### config.mk
export PLATFORM = sky130hd
export DESIGN_NAME = pipe_ctrl
export DESIGN_NICKNAME = d
export VERILOG_FILES = /design/src/rtl/rv32_pipe_pkg.sv /design/src/rtl/sat_counter.sv /design/src/rtl/pipe_ctrl.sv
export SDC_FILE = /design/constraint.sdc
export NUM_CORES = 1
export LEC_CHECK = 0
export CORE_ASPECT_RATIO = 0.7
export CORE_MARGIN = 1
export CORE_UTILIZATION = 45
export CTS_BUF_LIST = sky130_fd_sc_hd__clkbuf_4 sky130_fd_sc_hd__clkbuf_8 sky130_fd_sc_hd__clkbuf_16
export CTS_CLUSTER_DIAMETER = 60
export DETAILED_ROUTE_END_ITERATION = 10
export PLACE_DENSITY = 0.77
export SLEW_MARGIN = 20
export SYNTH_ARGS = -nofsm -noshare
export SYNTH_HDL_FRONTEND = slang
export SYNTH_HIERARCHICAL = 1
export SYNTH_SLANG_ARGS = --single-unit
export TNS_END_PERCENT = 1
### constraint.sdc
create_clock -name clk -period 3.2 [get_ports clk]
set_input_delay 0.64 -clock clk [delete_from_list [all_inputs] [get_ports clk]]
set_output_delay 0.64 -clock clk [all_outputs]
set_load 0.01 [all_outputs]
### src/rtl/rv32_pipe_pkg.sv
// Shared pipeline-control types: FSM state encodings,
// the canonical NOP and the control-bundle helpers.
package rv32_pipe_pkg;

  typedef enum logic [1:0] {
    ST_RUN      = 2'd0,
    ST_BUBBLE   = 2'd1,
    ST_FLUSH    = 2'd2,
    ST_MEM_WAIT = 2'd3
  } pipe_state_e;

  // addi x0, x0, 0
  localparam logic [31:0] NOP_INSTR = 32'h00000013;

  typedef struct packed {
    logic pc_en;
    logic de_en;
    logic exe_en;
    logic acc_en;
    logic wb_en;
    logic bubble;
    logic flush;
  } ctl_t;

  // Every stage advances (or holds) together, no bubble/flush.
  function automatic ctl_t ctl_all(input logic en);
    ctl_t c;
    c.pc_en  = en;
    c.de_en  = en;
    c.exe_en = en;
    c.acc_en = en;
    c.wb_en  = en;
    c.bubble = 1'b0;
    c.flush  = 1'b0;
    return c;
  endfunction

  // Load-use: freeze FE/DE, inject a NOP into EXE.
  function automatic ctl_t ctl_stall();
    ctl_t c;
    c        = ctl_all(1'b1);
    c.pc_en  = 1'b0;
    c.de_en  = 1'b0;
    c.bubble = 1'b1;
    return c;
  endfunction

  // Redirect: everything moves, wrong-path FE/DE squashed.
  function automatic ctl_t ctl_flush();
    ctl_t c;
    c       = ctl_all(1'b1);
    c.flush = 1'b1;
    return c;
  endfunction

endpackage

### src/rtl/sat_counter.sv
// Generic saturating up-counter with enable;
// sticks at all-ones instead of wrapping.
module sat_counter #(
  parameter int unsigned W = 32
) (
  input  logic         clk,
  input  logic         rst,
  input  logic         en_i,
  output logic [W-1:0] cnt_o
);

  logic [W-1:0] cnt_q;
  logic [W-1:0] cnt_d;
  logic         full;

  assign full = &cnt_q;

  // Next value: +1 when enabled and not yet saturated.
  always_comb begin
    cnt_d = cnt_q;
    if (en_i && !full) begin
      cnt_d = cnt_q + {{(W-1){1'b0}}, 1'b1};
    end
  end

  // Count register.
  always_ff @(posedge clk or posedge rst) begin
    if (rst) begin
      cnt_q <= '0;
    end else begin
      cnt_q <= cnt_d;
    end
  end

  assign cnt_o = cnt_q;

endmodule

### src/rtl/pipe_ctrl.sv
// Five-stage pipeline hazard controller: stalls,
// redirect flushes and data-memory wait handling.
module pipe_ctrl
  import rv32_pipe_pkg::*;
#(
  parameter int unsigned STALL_CYCLES = 1,
  parameter int unsigned FLUSH_CYCLES = 2,
  parameter int unsigned MEM_TIMEOUT  = 255
) (
  input  logic        clk,
  input  logic        rst,
  input  logic        stall_req,
  input  logic        redirect_exe,
  input  logic        dmem_req_acc,
  input  logic        dmem_ack,
  output logic        pc_en,
  output logic        de_en,
  output logic        exe_en,
  output logic        acc_en,
  output logic        wb_en,
  output logic        bubble_exe,
  output logic        flush_fe_de,
  output logic [1:0]  state,
  output logic        mem_err,
  output logic [31:0] stall_cnt
);

  localparam logic [2:0] FL_INIT = 3'(FLUSH_CYCLES - 1);
  localparam logic [2:0] ST_INIT = 3'(STALL_CYCLES - 1);
  localparam logic [8:0] TO_LIM  = 9'(MEM_TIMEOUT);
  localparam logic       FL_MULTI = (FLUSH_CYCLES > 1);
  localparam logic       ST_MULTI = (STALL_CYCLES > 1);

  pipe_state_e state_q, state_d;
  logic [2:0]  bub_q, bub_d;
  logic [2:0]  fl_q, fl_d;
  logic [7:0]  wait_q, wait_d;
  logic        err_q, err_d;
  ctl_t        ctl;

  logic        mem_hold;
  logic        run_eval;
  logic        mem_chk;
  logic [8:0]  wait_inc;

  assign mem_hold = dmem_req_acc && !dmem_ack;
  assign wait_inc = {1'b0, wait_q} + 9'd1;

  // Control outputs and next state from state and inputs.
  always_comb begin
    ctl      = ctl_all(1'b1);
    state_d  = state_q;
    bub_d    = bub_q;
    fl_d     = fl_q;
    wait_d   = wait_q;
    err_d    = err_q;
    run_eval = 1'b0;
    mem_chk  = 1'b1;

    unique case (state_q)
      ST_MEM_WAIT: begin
        if (dmem_ack) begin
          // completion cycle acts as a plain RUN cycle
          run_eval = 1'b1;
          mem_chk  = 1'b0;
          wait_d   = '0;
        end else if (wait_inc == TO_LIM) begin
          // give up: flag and let the pipe move on
          ctl     = ctl_all(1'b1);
          err_d   = 1'b1;
          wait_d  = '0;
          state_d = ST_RUN;
        end else begin
          ctl    = ctl_all(1'b0);
          wait_d = wait_inc[7:0];
        end
      end
      ST_FLUSH: begin
        if (mem_hold || redirect_exe) begin
          run_eval = 1'b1;
        end else begin
          ctl = ctl_flush();
          if (fl_q <= 3'd1) begin
            fl_d    = '0;
            state_d = ST_RUN;
          end else begin
            fl_d = fl_q - 3'd1;
          end
        end
      end
      ST_BUBBLE: begin
        if (mem_hold || redirect_exe) begin
          run_eval = 1'b1;
        end else begin
          ctl = ctl_stall();
          if (bub_q <= 3'd1) begin
            bub_d   = '0;
            state_d = ST_RUN;
          end else begin
            bub_d = bub_q - 3'd1;
          end
        end
      end
      default: begin
        run_eval = 1'b1;
      end
    endcase

    // Shared RUN decision: memory > redirect > stall.
    if (run_eval) begin
      if (mem_chk && mem_hold) begin
        ctl     = ctl_all(1'b0);
        wait_d  = '0;
        fl_d    = '0;
        bub_d   = '0;
        state_d = ST_MEM_WAIT;
      end else if (redirect_exe) begin
        ctl     = ctl_flush();
        fl_d    = FL_INIT;
        bub_d   = '0;
        state_d = FL_MULTI ? ST_FLUSH : ST_RUN;
      end else if (stall_req) begin
        ctl     = ctl_stall();
        bub_d   = ST_INIT;
        fl_d    = '0;
        state_d = ST_MULTI ? ST_BUBBLE : ST_RUN;
      end else begin
        ctl     = ctl_all(1'b1);
        state_d = ST_RUN;
      end
    end
  end

  // State, sequencing counters and sticky error flag.
  always_ff @(posedge clk or posedge rst) begin
    if (rst) begin
      state_q <= ST_RUN;
      bub_q   <= '0;
      fl_q    <= '0;
      wait_q  <= '0;
      err_q   <= 1'b0;
    end else begin
      state_q <= state_d;
      bub_q   <= bub_d;
      fl_q    <= fl_d;
      wait_q  <= wait_d;
      err_q   <= err_d;
    end
  end

  // Everything quiet while reset is held.
  assign pc_en       = !rst && ctl.pc_en;
  assign de_en       = !rst && ctl.de_en;
  assign exe_en      = !rst && ctl.exe_en;
  assign acc_en      = !rst && ctl.acc_en;
  assign wb_en       = !rst && ctl.wb_en;
  assign bubble_exe  = !rst && ctl.bubble;
  assign flush_fe_de = !rst && ctl.flush;
  assign state       = state_q;
  assign mem_err     = err_q;

  sat_counter #(
    .W (32)
  ) u_stall_cnt (
    .clk   (clk),
    .rst   (rst),
    .en_i  (!pc_en),
    .cnt_o (stall_cnt)
  );

endmodule
After elaboration in Yosys (flattened, before gate mapping). Cells that the tools add are included.

Add/sub/neg operators: 4. $lt $le $gt $ge: 2. Equal/unequal tests: 10. Mux-type cells: 43. Bitwise logic cells: 1. Reduce and logical (&&, ||, !) cells: 20.

Operators by type and width (number): two-way mux 7 bit (7); two-way mux 3 bit (14); two-way mux 8 bit (5); adder 32 x 1 -> 32 bit, second input constant (1); AND reduction 32 bit (1); case mux 7 bit (3 select lines) (1); two-way mux 2 bit (9); != test 3 bit, second input constant (6); logical AND 1 bit (10); adder 8 x 1 -> 9 bit, second input constant (1); == test 9 x 8 -> 1 bit, second input constant (1); AND reduction 7 bit (1); <= comparator 3 x 1 -> 1 bit, second input constant (2); case mux 2 bit (3 select lines) (1); subtractor 3 x 1 -> 3 bit, second input constant (2); two-way mux 1 bit (5); == test 2 bit, second input constant (2); logical NOT 1 bit (4); nonzero test 4 bit (1); AND reduction 3 bit (1); == test 2 x 1 -> 1 bit, second input constant (1); case mux 1 bit (2 select lines) (1); OR reduction 2 bit (1); logical OR 1 bit (1); NOT 1 bit (1).

Register bits: 49. Output and inout bits: 42.

Longest topological paths before layout.
Depth in word-level cells: 9. Depth in mapped cells: 12. Depth with buffers taken out: 12.

By module. The synthesis kept the hierarchy.

By module, submodules not included: sat_counter (instances 1, cells each 155, area each 1665.3 um2, seq. area each 800.8 um2); pipe_ctrl (instances 1, cells each 145, area each 1265.0 um2, seq. area each 425.4 um2).

Least setup slack after synthesis. No wires, ideal clock.

Kind: register to register. From: register state_q[0] (netlist: state[0]). To: register u_stall_cnt.cnt_q[23] (netlist: u_stall_cnt/cnt_o[23]). Setup time: 130 ps. Arrival time: 2670 ps. Data required time: 3070 ps. Slack: 401 ps. Stages on the path, launching flop included: 13. Period minus slack after synthesis: 2799 ps. Path through: dfrtp_1 inv_1 ha_1 nor2_1 nor2_1 inv_1 nand2_1 a311o_1 and3_1 and3_1 nand3_1 nor3_2 xor2_1.

Word-level cells in the longest chain between the ends: 8.

RTL lines: from (decl) (line pipe_ctrl.sv:34) `pipe_state_e state_q, state_d;`; from (signal assigned) (line pipe_ctrl.sv:143) `state_q <= state_d;`; == test 2 bit (line pipe_ctrl.sv:60) `unique case (state_q)`; two-way mux 1 bit (line pipe_ctrl.sv:60); logical AND 1 bit (line pipe_ctrl.sv:111) `if (mem_chk && mem_hold) begin`; two-way mux 7 bit (line pipe_ctrl.sv:111); two-way mux 7 bit (*) (line pipe_ctrl.sv:110) `if (run_eval) begin`; logical AND 1 bit (*) (line pipe_ctrl.sv:152) `assign pc_en = !rst && ctl.pc_en;`; logical NOT 1 bit (*) (line pipe_ctrl.sv:167) `.en_i (!pc_en),`; logical AND 1 bit (*) (line sat_counter.sv:21) `if (en_i && !full) begin`; to (signal assigned) (line sat_counter.sv:31) `cnt_q <= cnt_d;`; to (decl) (line sat_counter.sv:12) `logic [W-1:0] cnt_q;`.

Every way passes the cells marked *; elsewhere a longest branch is shown, timed or not. A chain may end at the register's enable or synchronous reset.

Final worst setup path.
From: input dmem_ack. To: output bubble_exe.

Word-level cells in the longest chain between the ends: 7.

RTL lines: from (decl) (line pipe_ctrl.sv:15) `input logic dmem_ack,`; logical NOT 1 bit (line pipe_ctrl.sv:46) `assign mem_hold = dmem_req_acc && !dmem_ack;`; logical AND 1 bit (line pipe_ctrl.sv:46); logical OR 1 bit (line pipe_ctrl.sv:79, pipe_ctrl.sv:92); two-way mux 7 bit or two-way mux 1 bit (tied branches) (line pipe_ctrl.sv:92, pipe_ctrl.sv:79); case mux 7 bit (3 select lines) or case mux 1 bit (2 select lines) (tied branches) (line pipe_ctrl.sv:60); two-way mux 7 bit (*) (line pipe_ctrl.sv:110); logical AND 1 bit (*) (line pipe_ctrl.sv:157) `assign bubble_exe = !rst && ctl.bubble;`; to (decl) (line pipe_ctrl.sv:21) `output logic bubble_exe,`.

Marked as above.

==> results.sh <==
export IMPL_routed_wire_length_per_instance_um=15.2
export IMPL_compound_cell_area_share_of_the_yosys_netlist_pct=11.3
export IMPL_synth_top_family_by_area="simple AND/OR/NAND/NOR gates"
export IMPL_diodes=0
export IMPL_synthDominantAreaCellType="sky130_fd_sc_hd__dfrtp_1"
export IMPL_final_core_util_pct=59.5
export IMPL_crit_fanout=4
export IMPL_adder_cell_area_share_of_the_yosys_netlist_pct=4.70
export IMPL_ys_seq_area_share_pct=41.8
export IMPL_max_cap_violations=0
export IMPL_actual_transition_at_the_worst_max_transition_pin_ns=0.605
export IMPL_intPower_mw=1.33
export IMPL_clkSinkCount=49
export IMPL_synth_largest_type_area_fraction_pct=41.8
export IMPL_fp_dieH_um=69.5
export IMPL_number_of_global_route_vias_before_repair=2467
export IMPL_yosys_area_share_xor_xnor_pct=11.3
export IMPL_synth_distinct_cells=52
export IMPL_clock_skew_ns=0.00946
export IMPL_routed_wl_um=6740
export IMPL_asyncSetResetFlopFracSynth_pct=100
export IMPL_core_area_um2=6250
export IMPL_met2_wirelength_um=3270
export IMPL_arrival_time_worst_endpoint_ns=2.53
export IMPL_cts_htree_levels=2
export IMPL_path_clk_slew_ns=0.10
export IMPL_cts_hold_buf=0
export IMPL_chipWidth_um=98.5
export IMPL_dieArea_um2=6840
export IMPL_report_final_setup_viol=0
export IMPL_syn_nets=317
export IMPL_route_layer_met1_wl_um=3150
export IMPL_crit_path_end_kind="primary output"
export IMPL_mappedNetlistArea_um2=2930
export IMPL_irDropWorstVdd_v=0.000442
export IMPL_initialDrtViolationCount=158
export IMPL_hold_path_class="reg -> reg"
export IMPL_cts_tree="yes"
export IMPL_critical_path_class="in -> out"
export IMPL_share_seq_of_total_power_pct=38.5
export IMPL_globalRouteTotalUtil_pct=21.4
export IMPL_hold_viol_final=0
export IMPL_grt_start_max_net_pins=33
export IMPL_number_of_antenna_violations_at_the_first_check_in_global_routing=0
export IMPL_timing_critical_path_from_type="input pin"
export IMPL_met3_wirelength_um=254
export IMPL_final_min_clock_period_ns=3.17
export IMPL_yosys_top_cells_count="sky130_fd_sc_hd__dfrtp_1, sky130_fd_sc_hd__nand2_1, sky130_fd_sc_hd__nor2_1"
export IMPL_worst_hold_slack_ns=0.498
export IMPL_clkPwrFrac_pct=18.0
export IMPL_buffer_ports_inserted=47
export IMPL_maxUsedRoutingLayer="met4"
export IMPL_postSynthRegisterBits=49
export IMPL_nNetsFinal=380
export IMPL_rsz0062_at_grt="true"
export IMPL_synth_edf_count=0
export IMPL_clockBufferDepth=2
export IMPL_synthSimpleGateAreaFrac_pct=25.2
export IMPL_synthFlopType="sky130_fd_sc_hd__dfrtp_1"
export IMPL_clk_latency_ns=0.31
export IMPL_achievable_frequency_ghz=0.315
export IMPL_ant_nets=0
export IMPL_powerDensity_nw_per_um2=583
export IMPL_synth_top_cells_by_area="sky130_fd_sc_hd__dfrtp_1, sky130_fd_sc_hd__xor2_1, sky130_fd_sc_hd__xnor2_1"
export IMPL_final_period_utilization_pct=99.1
export IMPL_pwr_share_comb_pct=43.5
export IMPL_most_common_cell_in_the_synthesized_netlist="sky130_fd_sc_hd__dfrtp_1"
export IMPL_finalSetupTns_ns=0
export IMPL_timing_max_slew_rel_slack_pct=59.7
export IMPL_area_growth_pct=26.8
export IMPL_via_per_inst=5.57
export IMPL_p_leak_nw=1.69
export IMPL_syn_instance_count=300
export IMPL_drt_pass1_iterations=7
export IMPL_wire_length_of_the_first_global_routing_pass_um=11700
export IMPL_gp_routability_congestion=0.875
export IMPL_design_power_total_mw=2.17
export IMPL_synth_area_mux_share_pct=1.07
export IMPL_worst_endpoint_required_ns=2.56
export IMPL_initial_core_util_pct=46.9
export IMPL_grt_ovfl_total=0
export IMPL_floorplan_rows=24
export IMPL_num_fill_cells=502
export IMPL_p_switching_mw=0.833
export IMPL_cts_made_buffers=5
export IMPL_vias=2461
export IMPL_violations="DRC"
export IMPL_drt_drc_violations_left=1
export IMPL_status="complete, but fails checks"
export IMPL_switching_share_pct=38.5
export IMPL_drive_gt1_share_pct=16.5
export IMPL_detailedPlacementHpwl_um=4970
export IMPL_synthesized_area_per_cell_um2=9.77
export IMPL_io_pin_count=48
export IMPL_yosysWarnings=6
export IMPL_clock_root_buffer="sky130_fd_sc_hd__clkbuf_8"
export IMPL_drv_slew=0
## state kept, by name, summed over array words and instances, names as in the netlist
signal             cells
mem_err                1
wait_q                 8
u_stall_cnt/cnt_o     32
fl_q                   3
bub_q                  3
state                  2
## what timing repair did
action,4_1_cts,5_1_grt
pin swaps,1,2
resized for setup,7,8
endpoints found under the setup margin,7,6
buffers inserted,1,0
## power by group through the flow
stage	Clock (mW)	Combinational, mW	Sequential (mW)
finish	0.389	0.943	0.834
global route	0.425	1.04	0.850
CTS	0.403	0.944	0.832
detailed placement	0	0.908	0.842
global placement	0	0.883	0.834
floorplan	0	0.554	0.842
## kinds of logic after synthesis
logic type,count (synthesis)
AOI/OAI and AO/OA,42
adders and majority gates,11
DFF,49
and+or+nand+nor,130
muxes,3
buffers and inverters,28
xor gates and xnor gates,37
## placed cells by master, fill, tap and decap left out, types with 4 or more instances in the layout
master / netlist / layout
sky130_fd_sc_hd__nor3_2: 9 / 9
sky130_fd_sc_hd__nand3_1: 21 / 21
sky130_fd_sc_hd__nor4_1: 4 / 4
sky130_fd_sc_hd__xnor2_1: 17 / 17
sky130_fd_sc_hd__dlymetal6s2s_1: 0 / 5
sky130_fd_sc_hd__and3_1: 5 / 5
sky130_fd_sc_hd__clkbuf_8: 0 / 6
sky130_fd_sc_hd__xor2_1: 19 / 19
sky130_fd_sc_hd__nor3_1: 11 / 11
sky130_fd_sc_hd__nor2_1: 23 / 22
sky130_fd_sc_hd__nand2_1: 25 / 25
sky130_fd_sc_hd__buf_4: 3 / 19
sky130_fd_sc_hd__inv_1: 18 / 18
sky130_fd_sc_hd__a21oi_1: 10 / 10
sky130_fd_sc_hd__nand4_1: 15 / 15
sky130_fd_sc_hd__o21ai_0: 6 / 6
sky130_fd_sc_hd__dfrtp_1: 49 / 48
sky130_fd_sc_hd__clkdlybuf4s50_1: 0 / 41
sky130_fd_sc_hd__ha_1: 11 / 9
sky130_fd_sc_hd__and4_1: 4 / 4
## worst paths after layout
kind                            slack [ns]  cells after the start      from                    end
min in group asynchronous             0.75                      3       rst                mem_err
max in group asynchronous             2.08                      3       rst  u_stall_cnt/cnt_o[17]
worst min register to register        0.50                      1   mem_err                mem_err
worst min-delay path                  0.50                      1   mem_err                mem_err
worst max-delay path                  0.03                      7  dmem_ack             bubble_exe
worst max register to register        0.35                     13  state[1]  u_stall_cnt/cnt_o[25]
## layer usage
metal,track usage [%],vias to the layer above
met5,0,-
met2,34.0,49
met1,29.6,1201
li1,-,1203
met4,6.97,0
met3,4.23,8
## metrics by stage
stage	area, um^2	setup slack [ns]	cells
after floorplan	2930	0.401	300
after global placement	3570	-0.0726	433
after detailed placement	3570	-0.0905	433
after CTS	3700	-0.00192	442
after global routing	3710	-0.0830	442
final	3710	0.0293	442
## critical path: stages
cell and delay, ns:
sky130_fd_sc_hd__clkdlybuf4s50_1 0.52, sky130_fd_sc_hd__buf_4 0.14, sky130_fd_sc_hd__a21oi_1 0.08, sky130_fd_sc_hd__a211oi_2 0.41
sky130_fd_sc_hd__a31oi_1 0.07, sky130_fd_sc_hd__nor2_1 0.12, sky130_fd_sc_hd__clkdlybuf4s50_1 0.55
## layout make-up
class / instances / area [um^2] / share of cell area [%]
Tap cell: 78 / 97.6 / 2.63
Timing Repair Buffer: 66 / 624 / 16.8
Multi-Input combinational cell: 223 / 1600 / 43.1
Clock inverter: 2 / 13.8 / 0.370
Inverter: 18 / 67.6 / 1.82
Sequential cell: 49 / 1230 / 33.0
Clock buffer: 6 / 82.6 / 2.22
(Power assumes the default switching activity.)
==> patch (config.mk and constraints unchanged) <==
Set the parameter `MEM_TIMEOUT` to 128 (it was 255).
--- a/src/rtl/pipe_ctrl.sv
+++ b/src/rtl/pipe_ctrl.sv
@@ -5,7 +5,7 @@
 #(
   parameter int unsigned STALL_CYCLES = 1,
   parameter int unsigned FLUSH_CYCLES = 2,
-  parameter int unsigned MEM_TIMEOUT  = 255
+  parameter int unsigned MEM_TIMEOUT  = 128
 ) (
   input  logic        clk,
   input  logic        rst,
Formal check against the unedited RTL: no difference found for any inputs over 10 cycles, from zero or initial values and one cycle with rst high; that may be too few to reach the edited logic, so the function may still have changed.
==> patch against the unedited design <==
Total power grew 6.5%. Final area up 3.5%. Sequential share of layout area is 1.2 points lower. Sequential cell count unchanged. Register-to-register slack gained 0.07 ns. Via count increased by 7.2%. Global-route usage fell by 0.74 points. Count of clock-buffer cells in the layout unchanged. Fmax up 0.83%. Wire length grew 5.8%. Worst setup slack better by 0.026 ns. Area after synthesis rose by 3.8%. Die area increased by 3.7%. Critical endpoint is now de_en. Largest power group unchanged.
==> patch: results (changes against the unedited design) <==
* Power Clock at 0.454 mW (+17%)
* Post-CTS setup buffer count at 1 (unchanged)
* Global routing met3 resource utilization at 3.85% (-0.38 points)
* Crit path DAT at 2.50 ns (-0.03 ns)
* Drt pass-1 iters at 5 (-2)
* Final wirelength at 7.13 mm (+5.8%)
* GRT Resource Usage Total at 20.7% (-0.74 points)
* Synth cell count leaders: 49 x dfrtp_1, 26 x nor2_1, 24 x nand2_1
* Pre-CTS WS at -0.0194 ns (+0.0711 ns)
* Lkg Pwr at 1.65 nW (-2.4%)
* Fraction of area in registers at 31.9% (-1.2 points)
* DP HPWL at 5.15 mm (+3.6%)
* DR WL met3 at 453 um (+78%)
* Seq/Total Area, Yosys at 40.3% (-1.5 points)
* Synth unique cells at 61 (+17%)
* Synth area leaders: dfrtp_1 40%, xor2_1 4.9%, ha_1 4.5%
* Met1 usage at 32.3% (+2.8 points)
* IO buf count at 47 (unchanged)
* Met2 Use GR at 29.4% (-4.7 points)
* ClkCell Share at 2.99% (+0.40 points)
* Synth Instances at 316 (+5.3%)
* Crit Path Max Fanout at 6 (+2)
* Ys Warns at 6 (unchanged)
* Global-route wire length before repair at 11.7 mm (+0.47%)
* Nets at 394 (+3.7%)
* Worst-case vdd ir drop at 0.000312 V (-29%)
* Pwr/cell area at 600 mW/mm^2 (+2.9%)
* Outcome: finished clean
* Net count after synthesis at 333 (+5.0%)
* DR WL met2 at 3.08 mm (-5.6%)
* Non-clk bufs at 64 (-3.0%)
* DRC errors left at 0 (-1)
* Post-route cell area at 0.00384 mm^2 (+3.5%)
* Starting DRT DRC Count at 177 (+12%)
* Fraction of layout cells with a size suffix above 1 at 15.3% (-1.1 points)
* Final setup skew at 0.0146 ns (+0.00515 ns)
* Mux cell area share after synthesis at 2.43% (+1.4 points)
* Multi-input gates at 239 (+7.2%)
* Post-CTS Resized at 4 (-3)
* Multi-input gate area at 0.00172 mm^2 (+7.7%)
* XOR/XNOR Fraction of Synth Area at 9.21% (-2.1 points)
* DRT met1 WL at 3.54 mm (+12%)
* Final Non-Filler Cells at 469 (+6.1%)
* Via count at 2,639 (+7.2%)
* Cells after DPL at 457 (+5.5%)
* NonClk Buf Share at 15.6% (-1.3 points)
* Fillers at 567 (+13%)
* Switching Fraction at 37.8% (-0.66 points)
* Placed cell area at 0.00366 mm^2 (+2.6%)
* Comb. pwr at 1.01 mW (+7%)
* Slew HR at 55.2% (-4.5 points)
* Reg-to-reg critical path startpoint: wait_q[0]$_DFF_PP0_
* Adder-cell share of the synthesized area at 4.52% (-0.17 points)
patch: worst max-delay path, stage by stage:
cell and delay [ns]:
clkdlybuf4s50_1 0.45, buf_4 0.18, nor2b_2 0.15, o22ai_1 0.10, nand3_1 0.11, o311a_1 0.20
a31o_1 0.14, clkdlybuf4s50_1 0.54
patch: path summary, 6_finish.rpt:
path,endpoint,slack (ns),cells after the start
min in group asynchronous,u_stall_cnt/cnt_o[2]$_DFFE_PP0P_,0.87,3
max in group asynchronous,bub_q[1]$_DFF_PP0_,1.87,2
max,de_en,0.06,8
min reg2reg,mem_err$_DFFE_PP0P_,0.48,2
max reg2reg,u_stall_cnt/cnt_o[23]$_DFFE_PP0P_,0.42,11
min,mem_err$_DFFE_PP0P_,0.48,2
patch: logic make-up after synthesis:
| group | Yosys count |
|---|---|
| AND/OR/NAND/NOR | 140 |
| AO/OA/AOI/OAI | 50 |
| flip-flops | 49 |
| XOR/XNOR | 32 |
| buffers and inverters | 28 |
| adder cells (fa/ha/maj) | 11 |
| multiplexers | 6 |
